**src/rtl/point_frame_ctrl.sv**
```systemverilog
// point_frame_ctrl
// Buffers the newest motion-marker coordinate sample and commits it to the
// pixel-test stage once per frame, at the rising edge of vertical blank.
// Coordinates are clamped so the marker stays inside the visible area.
// The marker is blanked after P_STALE_FRAMES frames without a new commit.
// Overwritten pending samples are counted with saturation.
//
// Ports:
//   i_clk, i_rst            pixel clock, synchronous active-high reset
//   i_x_val, i_y_val        incoming sample coordinates
//   i_sample_valid          sample present; accepted when o_sample_ready=1
//   o_sample_ready          combinational ready, low in the vblank-edge cycle
//   i_vblank                vertical blank level from the timing generator
//   i_freeze                holds the committed marker and the stale timer
//   o_x_val, o_y_val        committed, clamped coordinates
//   o_vals_valid            marker enable
//   o_drop_count            saturating count of overwritten pending samples
module point_frame_ctrl #(
  parameter int unsigned P_DATA_W       = 11,
  parameter int unsigned P_SCALE        = 2,
  parameter int unsigned P_H_MAX        = 1023,
  parameter int unsigned P_V_MAX        = 767,
  parameter int unsigned P_STALE_FRAMES = 30
) (
  input  logic                i_clk,
  input  logic                i_rst,
  input  logic [P_DATA_W-1:0] i_x_val,
  input  logic [P_DATA_W-1:0] i_y_val,
  input  logic                i_sample_valid,
  output logic                o_sample_ready,
  input  logic                i_vblank,
  input  logic                i_freeze,
  output logic [P_DATA_W-1:0] o_x_val,
  output logic [P_DATA_W-1:0] o_y_val,
  output logic                o_vals_valid,
  output logic [7:0]          o_drop_count
);

  localparam int unsigned CMP_W   = P_DATA_W + 1;
  localparam int unsigned STALE_W = (P_STALE_FRAMES < 2) ? 1 : $clog2(P_STALE_FRAMES + 1);

  localparam logic [CMP_W-1:0]   X_LIM     = CMP_W'(P_H_MAX - P_SCALE);
  localparam logic [CMP_W-1:0]   Y_LIM     = CMP_W'(P_V_MAX - P_SCALE);
  localparam logic [STALE_W-1:0] STALE_LIM = STALE_W'(P_STALE_FRAMES);
  localparam bit                 STALE_EN  = (P_STALE_FRAMES != 0);

  typedef enum logic {
    ST_EMPTY = 1'b0,
    ST_LIVE  = 1'b1
  } state_t;

  state_t               state;
  state_t               state_nxt;

  logic                 vb_d;
  logic                 commit_evt;
  logic                 fire;
  logic                 accept;
  logic                 pend;
  logic [P_DATA_W-1:0]  pend_x;
  logic [P_DATA_W-1:0]  pend_y;
  logic [P_DATA_W-1:0]  x_clamp;
  logic [P_DATA_W-1:0]  y_clamp;
  logic [STALE_W-1:0]   stale_cnt;
  logic [STALE_W-1:0]   stale_inc_val;
  logic                 load_c;
  logic                 stale_step_c;
  logic                 stale_clr_c;

  // vblank rising edge; vb_d resets high so a vblank already high at reset
  // release does not fire.
  assign commit_evt     = i_vblank & ~vb_d;
  assign fire           = commit_evt & ~i_freeze;
  assign o_sample_ready = ~i_rst & ~commit_evt;
  assign accept         = i_sample_valid & o_sample_ready;
  assign stale_inc_val  = stale_cnt + STALE_W'(1);

  // Clamp to the last origin that keeps the whole marker visible.
  assign x_clamp = ({1'b0, i_x_val} > X_LIM) ? P_DATA_W'(X_LIM) : i_x_val;
  assign y_clamp = ({1'b0, i_y_val} > Y_LIM) ? P_DATA_W'(Y_LIM) : i_y_val;

  // State register.
  always_ff @(posedge i_clk) begin
    if (i_rst) begin
      state <= ST_EMPTY;
    end else begin
      state <= state_nxt;
    end
  end

  // Next state: only a non-frozen commit event moves the FSM.
  always_comb begin
    state_nxt = state;
    if (fire) begin
      if (pend) begin
        state_nxt = ST_LIVE;
      end else if ((state == ST_LIVE) && STALE_EN && (stale_inc_val == STALE_LIM)) begin
        state_nxt = ST_EMPTY;
      end
    end
  end

  // Output / datapath controls decoded from state and the commit event.
  always_comb begin
    load_c       = 1'b0;
    stale_step_c = 1'b0;
    stale_clr_c  = 1'b0;
    if (fire) begin
      if (pend) begin
        load_c      = 1'b1;
        stale_clr_c = 1'b1;
      end else if ((state == ST_LIVE) && STALE_EN) begin
        stale_step_c = 1'b1;
        if (stale_inc_val == STALE_LIM) begin
          stale_clr_c = 1'b1;
        end
      end
    end
  end

  assign o_vals_valid = (state == ST_LIVE);

  // Pending buffer, committed outputs, stale timer and drop counter.
  // Accept and commit never coincide because ready is low on commit_evt.
  always_ff @(posedge i_clk) begin
    if (i_rst) begin
      vb_d         <= 1'b1;
      pend         <= 1'b0;
      pend_x       <= '0;
      pend_y       <= '0;
      stale_cnt    <= '0;
      o_x_val      <= '0;
      o_y_val      <= '0;
      o_drop_count <= '0;
    end else begin
      vb_d <= i_vblank;
      if (load_c) begin
        o_x_val <= pend_x;
        o_y_val <= pend_y;
        pend    <= 1'b0;
      end else if (accept) begin
        pend_x <= x_clamp;
        pend_y <= y_clamp;
        pend   <= 1'b1;
        if (pend && (o_drop_count != 8'hFF)) begin
          o_drop_count <= o_drop_count + 8'd1;
        end
      end
      if (stale_clr_c) begin
        stale_cnt <= '0;
      end else if (stale_step_c) begin
        stale_cnt <= stale_inc_val;
      end
    end
  end

endmodule

```
**config.mk**
```make
export PLATFORM = sky130hd
export DESIGN_NAME = point_frame_ctrl
export DESIGN_NICKNAME = d
export VERILOG_FILES = /design/src/rtl/point_frame_ctrl.sv
export SDC_FILE = /design/constraint.sdc
export NUM_CORES = 1
export LEC_CHECK = 0
export BUFFER_PORTS_ARGS = -buffer_cell sky130_fd_sc_hd__clkbuf_2
export CORE_UTILIZATION = 55
export CTS_BUF_LIST = sky130_fd_sc_hd__clkbuf_8
export CTS_CLUSTER_SIZE = 40
export DETAILED_ROUTE_END_ITERATION = 10
export MAX_ROUTING_LAYER = met4
export PLACE_DENSITY = 0.83
export SYNTH_ARGS = -nofsm -noshare
export SYNTH_HDL_FRONTEND = slang
export SYNTH_SLANG_ARGS = --single-unit
```
**constraint.sdc**
```tcl
create_clock -name i_clk -period 1.7 [get_ports i_clk]
set_clock_uncertainty 0.1 [all_clocks]
set_input_delay 0.255 -clock i_clk [delete_from_list [all_inputs] [get_ports i_clk]]
set_output_delay 0.255 -clock i_clk [all_outputs]
set_load 0.02 [all_outputs]
```
# After elaboration in Yosys (flattened, before gate mapping)
# Index checks and enable logic that the tools add are counted.
[totals]
mem_count = 0
wordCells = 45
mem_bits_ro = 0
mem_bits_rw = 0
in_bits = 27
latch_bits = 0
output_inout_bits = 32
ff_bits = 60
[classes]
div_mod_pow = 0
n_eq_ne = 2
mul = 0
add_sub_neg = 2
n_reduce_logical = 8
n_mux = 13
n_bitwise = 9
magnitude_cmp = 2
shift = 0
[ops]
columns = ["op", "n"]
rows = [
  ["11-bit by 10-bit > comparator with 1-bit output, second input constant", 2],
  ["11-bit 2-to-1 mux", 2],
  ["1-bit 2-to-1 mux", 11],
  ["8-bit by 1-bit adder with 8-bit output, second input constant", 1],
  ["8-bit inequality test, second input constant", 1],
  ["5-bit by 1-bit adder with 5-bit output, second input constant", 1],
  ["5-bit equality test, second input constant", 1],
  ["1-bit NOT", 5],
  ["1-bit bitwise AND", 4],
  ["2-bit AND reduction", 2],
  ["2-bit OR reduction", 2],
  ["3-bit AND reduction", 1],
  ["1-bit logical AND", 2],
  ["2-bit nonzero test", 1],
]

# Depth between registers and ports, before layout
# Gate-level depths: netlist (run 1).
[logic_depth]
ltp_word = 7
ltp_mapped = 6
mapped_depth_nobuf = 5

# Worst setup path after synthesis (run 1)
# Ideal clock, no wire load.
[synth_path]
path_kind = "register to register"
from = "reg o_drop_count[0]"
to = "reg o_drop_count[5]"
synth_period_minus_slack_ps = 1657
arrival_time_ps = 1487
setup_ps = 70
setup_slack_ps = 43
stages_incl_launch_ff = 7
t_required_ps = 1530
path_buffers = 1
path_cell_list = "dfxtp_1 -> ha_1 -> nand3_1 -> nor2_1 -> buf_2 -> or4_1 -> a21oi_1"
[synth_via]
elab_chain_cells = 3
word_cells_on_any_way = 4
cone_classes = "1 x add/sub; 1 x eq/ne; 2 x reduce/logical"
[synth_rtl]
columns = ["element", "line", "rtl"]
rows = [
  ["from (decl)", "36", "output logic [7:0] o_drop_count"],
  ["from (signal assigned)", "146", "o_drop_count <= o_drop_count + 8'd1;"],
  ["branches (longest 3 deep; another with 8-bit by 1-bit adder with 8-bit output)", "n/a", ""],
]
# Several ways; the timed one is not identified.
# A chain may end at the register's enable or synchronous reset.

# Final worst setup path (run 1)
[layout_path]
from = "reg o_drop_count[0]"
to = "reg o_drop_count[4]"
# The elaborated chain is that of the path after synthesis.

==> impl_metrics.toml, run 1 <==
[outcome]
status = "finished, final reports clean"

[cts]
cts_sinks = 60
clockBufferDepth = 2
cts_tree = "done"
cts_root_buf = "clkbuf_8"
cts-buffers-inserted = 9
cts_setup_buffers = 0
h-tree-depth = 3
clk-insertion-delay-late_ns = 0.34
cts.clk_slew.worst_paths_ns = 0.07

[global_routing]
grt_usage = 0.278
grt_pass1_wl_um = 9060
antenna_found_initial = 0
grt_overflow = 0
grt_start_max_net_pins = 32
grt_pass1_vias = 2074

[floorplanning]
pin_count = 59
std_cell_rows = 23
start_util = 0.589
core_area_um2 = 4140
die_h_um = 68.6
die_area_um2 = 4710
die_x_um = 68.6

[sta]
min_period_ns = 1.61
finalHoldViolations = 0
rsz0062_at_grt = "false"
slew_headroom = 0.724
worst_pin_slew_ns = 0.410
max_freq_ghz = 0.622
setup_viol = 0
maxSlewViolCount = 0
holdWs_ns = 0.0355
final.period_utilization = 0.945

[routing]
via_per_inst = 5.55
wl_per_cell_um = 14.1
drc_errors = 0
drt_iter0_markers = 108
dr.pass1.iters = 4
num_vias = 2247
routed_wl_um = 5720
antenna_left = 0

[synth]
synthSimpleGateAreaFrac = 0.265
synth_top_family_by_area = "simple AND/OR/NAND/NOR gates"
ys_ff_latch = 60
synth_top_area_frac = 0.492
synth_ff_type = "dfxtp_1"
synth_compound_area_frac = 0.156
syn_area_um2 = 2440
syn_inst = 286
synthXorXnorAreaFrac = 0.0251
synth_mux_area_frac = 0
synth_warnings = 0
synth.distinct_cells = 42
synthTopCellsByArea = "dfxtp_1, nand2_1, a21oi_1"
syn-num-nets = 316
yosys.area.top_type = "dfxtp_1"
synthArstFlopShare = 0
ys_seq_area_frac = 0.492
syn-mean-instance-area_um2 = 8.54
synth_edf_count = 0
yosys.area_share.adder = 0.0154

[final_layout]
final_cell_mix = "dfxtp_1, clkbuf_2, nand2_1"
diodes = 0
fillCellCount = 318
nNetsFinal = 380
drive_gt1_frac = 0.287
final_common_cell = "dfxtp_1"
area_delta_synth_final_pct = 25.2

[setup_path]
worstSetupStartpoint = "o_drop_count[0]$_SDFFE_PP0P_"
required_ns = 1.88
critPathCaptureType = "register"
cp_cell_sequence = "ha_1 -> and2_1 -> nand3_1 -> or4_1 -> a21oi_1"
cp_max_fo = 5
critPathLaunchType = "register"
r2r-start = "o_drop_count[0]$_SDFFE_PP0P_"
critPathMaxStageDelay_ns = 0.40
crit_path_top_delay_cell = "or4_1"
cp.arrival_ns = 1.78
critPathKind = "reg -> reg"

[flow_run]
max_cap_viol_count = 0

[pwr]
vdd.ir_drop.worst_v = 0.000655
pwr_density_cell_nw_per_um2 = 1030
p_leak_nw = 1.19
power_w = 0.00316

[placed_design]
dp_hpwl_um = 3950
place_congestion = 0.850
portBuffers = 58

[hold_path]
worstHoldStart = "i_y_val[0]"
hold_path.class = "in -> reg"
-- report_power, final --
part / total, W / internal (W) / switching [W]
Clock: 0.00152 / 0.000966 / 0.000549
Sequential: 0.00146 / 0.00144 / 0.0000197
Combinational: 0.000187 / 0.0000803 / 0.000107
Total: 0.00316 / 0.00249 / 0.000675
-- repair_timing --
action,4_1_cts,5_1_grt
setup endpoints to repair,3,5
cloned,0,0
hold buffers,0,0
gates resized for setup,1,3
-- registers in the layout, indices dropped and copies added (netlist names) --
name          cells
o_vals_valid      1
o_drop_count      8
stale_cnt         5
vb_d              1
pend_y           11
o_y_val          11
o_x_val          11
pend_x           11
pend              1
-- Yosys cell counts (2+ instances only) --
| library cell | number |
|---|---|
| dfxtp_1 | 60 |
| nand2_1 | 53 |
| a21oi_1 | 31 |
| nor2_1 | 26 |
| nor3_1 | 18 |
| clkbuf_1 | 11 |
| nand3_1 | 9 |
| o221a_2 | 6 |
| nand4_1 | 5 |
| o31ai_1 | 5 |
| xnor2_1 | 5 |
| inv_1 | 4 |
| buf_2 | 3 |
| ha_1 | 3 |
| nand2b_1 | 3 |
| nor4_1 | 3 |
| o21ai_0 | 3 |
| or4_1 | 3 |
| a211oi_1 | 2 |
| and3_1 | 2 |
| buf_6 | 2 |
| nor2b_1 | 2 |
| nor3b_1 | 2 |
| o21a_1 | 2 |
| o311ai_0 | 2 |
| o31a_1 | 2 |
| o41ai_1 | 2 |
| or3_1 | 2 |
| xor2_1 | 2 |
-- final timing paths --
path	to	slack, ns	cells past startpoint
min	pend_y[0]$_SDFFE_PP0P_	0.04	2
min reg2reg	o_x_val[5]$_SDFFE_PP0P_	0.35	2
max	o_drop_count[4]$_SDFFE_PP0P_	0.09	5
max reg2reg	o_drop_count[4]$_SDFFE_PP0P_	0.09	5
-- critical path, delay by kind of cell, from the launching register on --
family | cells | cell delay (ns)
fa+ha+maj | 1 | 0.23
flops | 1 | 0.39
simple gates | 3 | 0.68
compound gates | 1 | 0.15
-- per-stage QoR --
stage	cell area, um2	instances	setup TNS, ns	utilization	setup slack (ns)
floorplan	2440	286	0	-	0.0432
global placement	2810	389	0	0.678	0.0809
detailed placement	2810	389	-0.00936	0.678	-0.00936
CTS	3050	405	0	0.736	0.0876
global route	3060	405	0	0.738	0.00726
finish	3060	405	0	0.738	0.0933
-- cell families (layout without fill, tap and decap cells) --
family,after synthesis,after routing
AND/OR/NAND/NOR,136,136
flip-flops,60,60
AO/OA/AOI/OAI,58,58
buffers and inverters,22,91
XOR/XNOR,7,7
adder cells (fa/ha/maj),3,3
-- per-layer routing --
layer,part of all wire,GRT usage
met1,0.46,0.303
met2,0.48,0.450
met3,0.048,0.0938
met4,0.015,0.138
met5,0,-
-- cell type report --
class / instances / area, um2 / share of cell area
multi-input combinational: 204 / 1140 / 0.372
inverter: 4 / 15.0 / 0.00491
clock buffer: 9 / 124 / 0.0405
timing repair buffer: 71 / 400 / 0.131
clock inverter: 7 / 115 / 0.0376
tap: 50 / 62.6 / 0.0205
sequential: 60 / 1200 / 0.393
Power figures use the tool's default switching activity.
==> run 2: changes to the inputs <==
--- a/config.mk
+++ b/config.mk
@@ -6,12 +6,13 @@
 export NUM_CORES = 1
 export LEC_CHECK = 0
 export BUFFER_PORTS_ARGS = -buffer_cell sky130_fd_sc_hd__clkbuf_2
-export CORE_UTILIZATION = 55
+export CORE_UTILIZATION = 45
 export CTS_BUF_LIST = sky130_fd_sc_hd__clkbuf_8
 export CTS_CLUSTER_SIZE = 40
 export DETAILED_ROUTE_END_ITERATION = 10
 export MAX_ROUTING_LAYER = met4
-export PLACE_DENSITY = 0.83
+export PLACE_DENSITY = 0.7
+export REMOVE_ABC_BUFFERS = 1
 export SYNTH_ARGS = -nofsm -noshare
 export SYNTH_HDL_FRONTEND = slang
 export SYNTH_SLANG_ARGS = --single-unit
==> run 2 against run 1 <==
Net effect: hold slack better by 0.0090 ns; critical endpoint is now stale_cnt[1]$_SDFFE_PP0P_; final cell count increased by 5.2%; largest power group is now registers; sequential share of layout area decreased by 0.078 points; critical path type unchanged.
==> impl_metrics.toml, run 2 (synthesis gave the netlist of run 1 again) <==
[cts]
h-tree-depth = 3
cts-buffers-inserted = 9
cts_setup_buffers = 0
clockBufferDepth = 2
cts.clk_slew.worst_paths_ns = 0.07
cts_root_buf = "clkbuf_8"
clk-insertion-delay-late_ns = 0.34
cts_resized = 0
cts_sinks = 60
cts_hold_buf = 0
cts_tree = "done"

[pwr]
power_frac_comb = 0.065
p_leak_nw = 1.19
switching_share = 0.248
p_seq_frac = 0.496
p_int_w = 0.00221
clkPwrFrac = 0.439
vdd.ir_drop.worst_v = 0.000430
switching_power_w = 0.000727
pwr_density_cell_nw_per_um2 = 957
power_w = 0.00294

[floorplanning]
die_area_um2 = 5730
core_area_um2 = 5170
start_util = 0.472
std_cell_rows = 26
pin_count = 59
die_h_um = 75.7
die_x_um = 75.7

[routing]
routed_wl_um = 5660
num_vias = 2226
drt_iter0_markers = 121
wl_per_cell_um = 13.3
via_per_inst = 5.23
antenna_left = 0
dr.pass1.iters = 4
drc_errors = 0

[setup_path]
critPathKind = "reg -> reg"
cp.arrival_ns = 1.72
critPathCaptureType = "register"
critPathLaunchType = "register"
required_ns = 1.84
cp_max_fo = 7

[global_routing]
antenna_found_initial = 0
grt_usage = 0.217
grt_pass1_vias = 1983
grt_pass1_wl_um = 8870
grt_overflow = 0
grt_start_max_net_pins = 39

[final_layout]
fillCellCount = 488
final_cell_mix = "clkbuf_2, dfxtp_1, nand2_1"
nNetsFinal = 381
stdcell_count = 426
diodes = 0
drive_gt1_frac = 0.298
area_delta_synth_final_pct = 25.7
final_common_cell = "clkbuf_2"
utilization = 0.594

[sta]
rsz0062_at_grt = "false"
slew_headroom = 0.709
maxSlewViolCount = 0
finalHoldViolations = 0
min_period_ns = 1.58
finalSetupTns_ns = 0
final.period_utilization = 0.927
max_freq_ghz = 0.635
worst_pin_slew_ns = 0.433
setup_viol = 0

[placed_design]
dp_hpwl_um = 3920
place_congestion = 0.858
portBuffers = 58
dp.cells = 410

[flow_run]
max_cap_viol_count = 0

[outcome]
status = "finished, final reports clean"

[hold_path]
hold_path.class = "in -> reg"
-- run 2: area by class of cell --
type | instances | area, um2 | area share
Inverter | 4 | 15.0 | 0.00489
Clock buffer | 9 | 124 | 0.0403
Tap cell | 70 | 87.6 | 0.0285
Multi-Input combinational cell | 204 | 1140 | 0.372
Sequential cell | 60 | 1200 | 0.392
Timing Repair Buffer | 72 | 420 | 0.137
Clock inverter | 7 | 75.1 | 0.0244
-- run 2: stage by stage --
stage          cell area [um2]  hold slack [ns]  setup slack (ns)
2_1_floorplan             2340            0.224            0.0479
3_3_place_gp              2850            0.339            0.0806
3_5_place_dp              2850            0.342            0.0512
4_1_cts                   3050           0.0406            0.0246
5_1_grt                   3070           0.0422            0.0218
6_report                  3070           0.0445             0.124
-- run 2: power groups by stage --
| stage | Clock (W) | Combinational (W) | Sequential [W] |
|---|---|---|---|
| floorplan | 0 | 0.0000786 | 0.00149 |
| global placement | 0 | 0.000186 | 0.00149 |
| detailed placement | 0 | 0.000189 | 0.00149 |
| CTS | 0.00132 | 0.000190 | 0.00146 |
| global route | 0.00138 | 0.000210 | 0.00146 |
| finish | 0.00129 | 0.000190 | 0.00146 |
-- run 2: critical path: stages, from the launching register on --
cell and delay (ns):
dfxtp_1 0.33, or2b_2 0.36, nor3_1 0.40, nor2_1 0.07, a211oi_1 0.21
-- run 2: final timing paths --
check	startpoint	endpoint	slack, ns	depth (start not counted)
max reg2reg	vb_d$_SDFF_PP1_	stale_cnt[1]$_SDFFE_PP0P_	0.12	4
min	i_y_val[0]	pend_y[0]$_SDFFE_PP0P_	0.04	2
max	vb_d$_SDFF_PP1_	stale_cnt[1]$_SDFFE_PP0P_	0.12	4
min reg2reg	pend_x[9]$_SDFFE_PP0P_	o_x_val[9]$_SDFFE_PP0P_	0.35	2
-- run 2: routing by layer --
| metal | up-vias | share of wire | global-route usage |
|---|---|---|---|
| met4 | 0 | 0.020 | 0.111 |
| met5 | - | 0 | - |
| met2 | 65 | 0.48 | 0.343 |
| li1 | 1137 | - | - |
| met1 | 1012 | 0.44 | 0.259 |
| met3 | 12 | 0.055 | 0.0489 |
==> run 3: changes to the inputs <==
--- a/config.mk
+++ b/config.mk
@@ -6,12 +6,13 @@
 export NUM_CORES = 1
 export LEC_CHECK = 0
 export BUFFER_PORTS_ARGS = -buffer_cell sky130_fd_sc_hd__clkbuf_2
+export CAP_MARGIN = 20
 export CORE_UTILIZATION = 45
 export CTS_BUF_LIST = sky130_fd_sc_hd__clkbuf_8
 export CTS_CLUSTER_SIZE = 40
 export DETAILED_ROUTE_END_ITERATION = 10
 export MAX_ROUTING_LAYER = met4
-export PLACE_DENSITY = 0.7
+export PLACE_DENSITY = 0.73
 export REMOVE_ABC_BUFFERS = 1
 export SYNTH_ARGS = -nofsm -noshare
 export SYNTH_HDL_FRONTEND = slang
==> constraint.sdc (replaced) <==
create_clock -name i_clk -period 1.42 [get_ports i_clk]
set_clock_uncertainty 0.1 [all_clocks]
set_input_delay 0.213 -clock i_clk [delete_from_list [all_inputs] [get_ports i_clk]]
set_output_delay 0.213 -clock i_clk [all_outputs]
set_load 0.02 [all_outputs]
==> run 3 against run 2 <==
Net effect: the flow now finishes with violations (negative setup slack); final cell count up 7.3%; die area unchanged; largest power group unchanged; critical endpoint is now o_drop_count[5]$_SDFFE_PP0P_; clock power about the same; sequential power up 19%.
==> impl_metrics.toml, run 3 (synthesis gave the netlist of run 1 again) <==
[final_layout]
diodes = 0
nNetsFinal = 412
drive_gt1_frac = 0.424
final_cell_mix = "clkbuf_2, dfxtp_1, nand2_1"
final_common_cell = "clkbuf_2"
area_delta_synth_final_pct = 47.0
final_cell_area_um2 = 3590

[floorplanning]
die_x_um = 75.7
start_util = 0.472
die_area_um2 = 5730
pin_count = 59
core_area_um2 = 5170
die_h_um = 75.7
std_cell_rows = 26

[outcome]
status = "complete, but fails checks"
violations = "negative setup slack"

[setup_path]
critPathLaunchType = "register"
cp.arrival_ns = 1.72
cp_max_fo = 5
reg2reg_depth = 4
critPathMaxStageDelay_ns = 0.41
required_ns = 1.59
critPathKind = "reg -> reg"
path_depth = 4
critPathCaptureType = "register"
cp_cell_sequence = "nor2b_2 -> or3_4 -> or4_1 -> a21oi_1"
crit_path_top_delay_cell = "or3_4"
worst-path-buf-inv = 0
critPathTopFamily = "simple AND/OR/NAND/NOR gates"

[placed_design]
place_congestion = 0.842
dp_hpwl_um = 4090
place_area_um2 = 3060
portBuffers = 58
post-place-ws_ns = -0.202

[cts]
h-tree-depth = 3
cts_tree = "done"
cts_root_buf = "clkbuf_8"
cts-buffers-inserted = 9
clk-insertion-delay-late_ns = 0.34
cts.clk_slew.worst_paths_ns = 0.07
clockBufferDepth = 2
cts_sinks = 60

[routing]
dr.pass1.iters = 4
routed_wl_um = 6400
via_per_inst = 5.26
antenna_left = 0
drt_iter0_markers = 91
wl_per_cell_um = 14.0
drc_errors = 0
num_vias = 2402

[global_routing]
grt_overflow = 0
grt_pass1_wl_um = 9020
grt_usage = 0.223
grt_pass1_vias = 2062
antenna_found_initial = 0
grt_start_max_net_pins = 35

[sta]
rsz0062_at_grt = "true"
maxSlewViolCount = 0
min_period_ns = 1.56
final.period_utilization = 1.10
finalSetupTns_ns = -0.560
worst_slack_ns = -0.136
slew_headroom = 0.685
holdWs_ns = 0.0243
worst_pin_slew_ns = 0.472
max_freq_ghz = 0.643
setup_viol = 12
finalHoldViolations = 0

[hold_path]
holdPathStages = 2
hold_path.class = "in -> reg"

[pwr]
pwr_density_cell_nw_per_um2 = 930
vdd.ir_drop.worst_v = 0.000515
p_leak_nw = 1.40

[flow_run]
max_cap_viol_count = 0
[run 3: cell count changes in the layout (fill, tap and decap cells not counted), moves of 3 or more]
cell and change:
buf_4 +20, a21oi_2 +3, buf_6 +6, nor4_1 -3, clkbuf_16 +3, dfxtp_1 -4
a21oi_1 -3, nand3_1 -4, nand3_4 +3, ha_4 +3, dfxtp_4 +4
[run 3: repair_timing]
item                                    CTS  global route
buffers inserted                          0             1
cloned                                    0             3
hold buffers                              1             0
pin swaps                                 2             9
gates resized for setup                  21            43
endpoints found under the setup margin   17            37
endpoints found under the hold margin     1             0
[run 3: worst register-to-register path, delay by kind of cell, from the launching register on]
kind,cells,cell delay [ns]
DFF,1,0.38
AOI/OAI and AO/OA,1,0.14
and+or+nand+nor,3,0.88
[run 3: routing by layer]
metal | vias up | track usage | wire length (um)
li1 | 1200 | - | -
met1 | 1144 | 0.255 | 2840
met2 | 48 | 0.363 | 3220
met3 | 10 | 0.0741 | 245
met4 | 0 | 0.0823 | 97
met5 | - | - | 0
[run 3: final cells by class]
cell class	count	area (um2)
fill	404	1580
clock inverter	7	43.8
clock buffer	9	124
multi-input combinational	204	1360
timing repair buffer	103	743
inverter	4	15.0
sequential	60	1220
tap	70	87.6
[run 3: stage by stage]
step / util / instances / total power (W)
floorplan: - / 268 / 0.00188
finish: 0.694 / 457 / 0.00334
global placement: 0.592 / 436 / 0.00202
CTS: 0.640 / 453 / 0.00334
global route: 0.694 / 457 / 0.00347
detailed placement: 0.592 / 436 / 0.00203
[run 3: path summary, 6_finish.rpt]
kind / from / end / slack [ns]
worst max-delay path: vb_d$_SDFF_PP1_ / o_drop_count[5]$_SDFFE_PP0P_ / -0.14
worst min-delay path: i_vblank / vb_d$_SDFF_PP1_ / 0.02
worst max register to register: vb_d$_SDFF_PP1_ / o_drop_count[5]$_SDFFE_PP0P_ / -0.14
worst min register to register: pend_y[0]$_SDFFE_PP0P_ / o_y_val[0]$_SDFFE_PP0P_ / 0.34
[run 3: report_power, final]
group | internal (W) | leakage (nW) | switching [W]
combinational | 0.000131 | 0.819 | 0.000152
sequential | 0.00172 | 0.491 | 0.0000247
clock | 0.000621 | 0.0848 | 0.000690
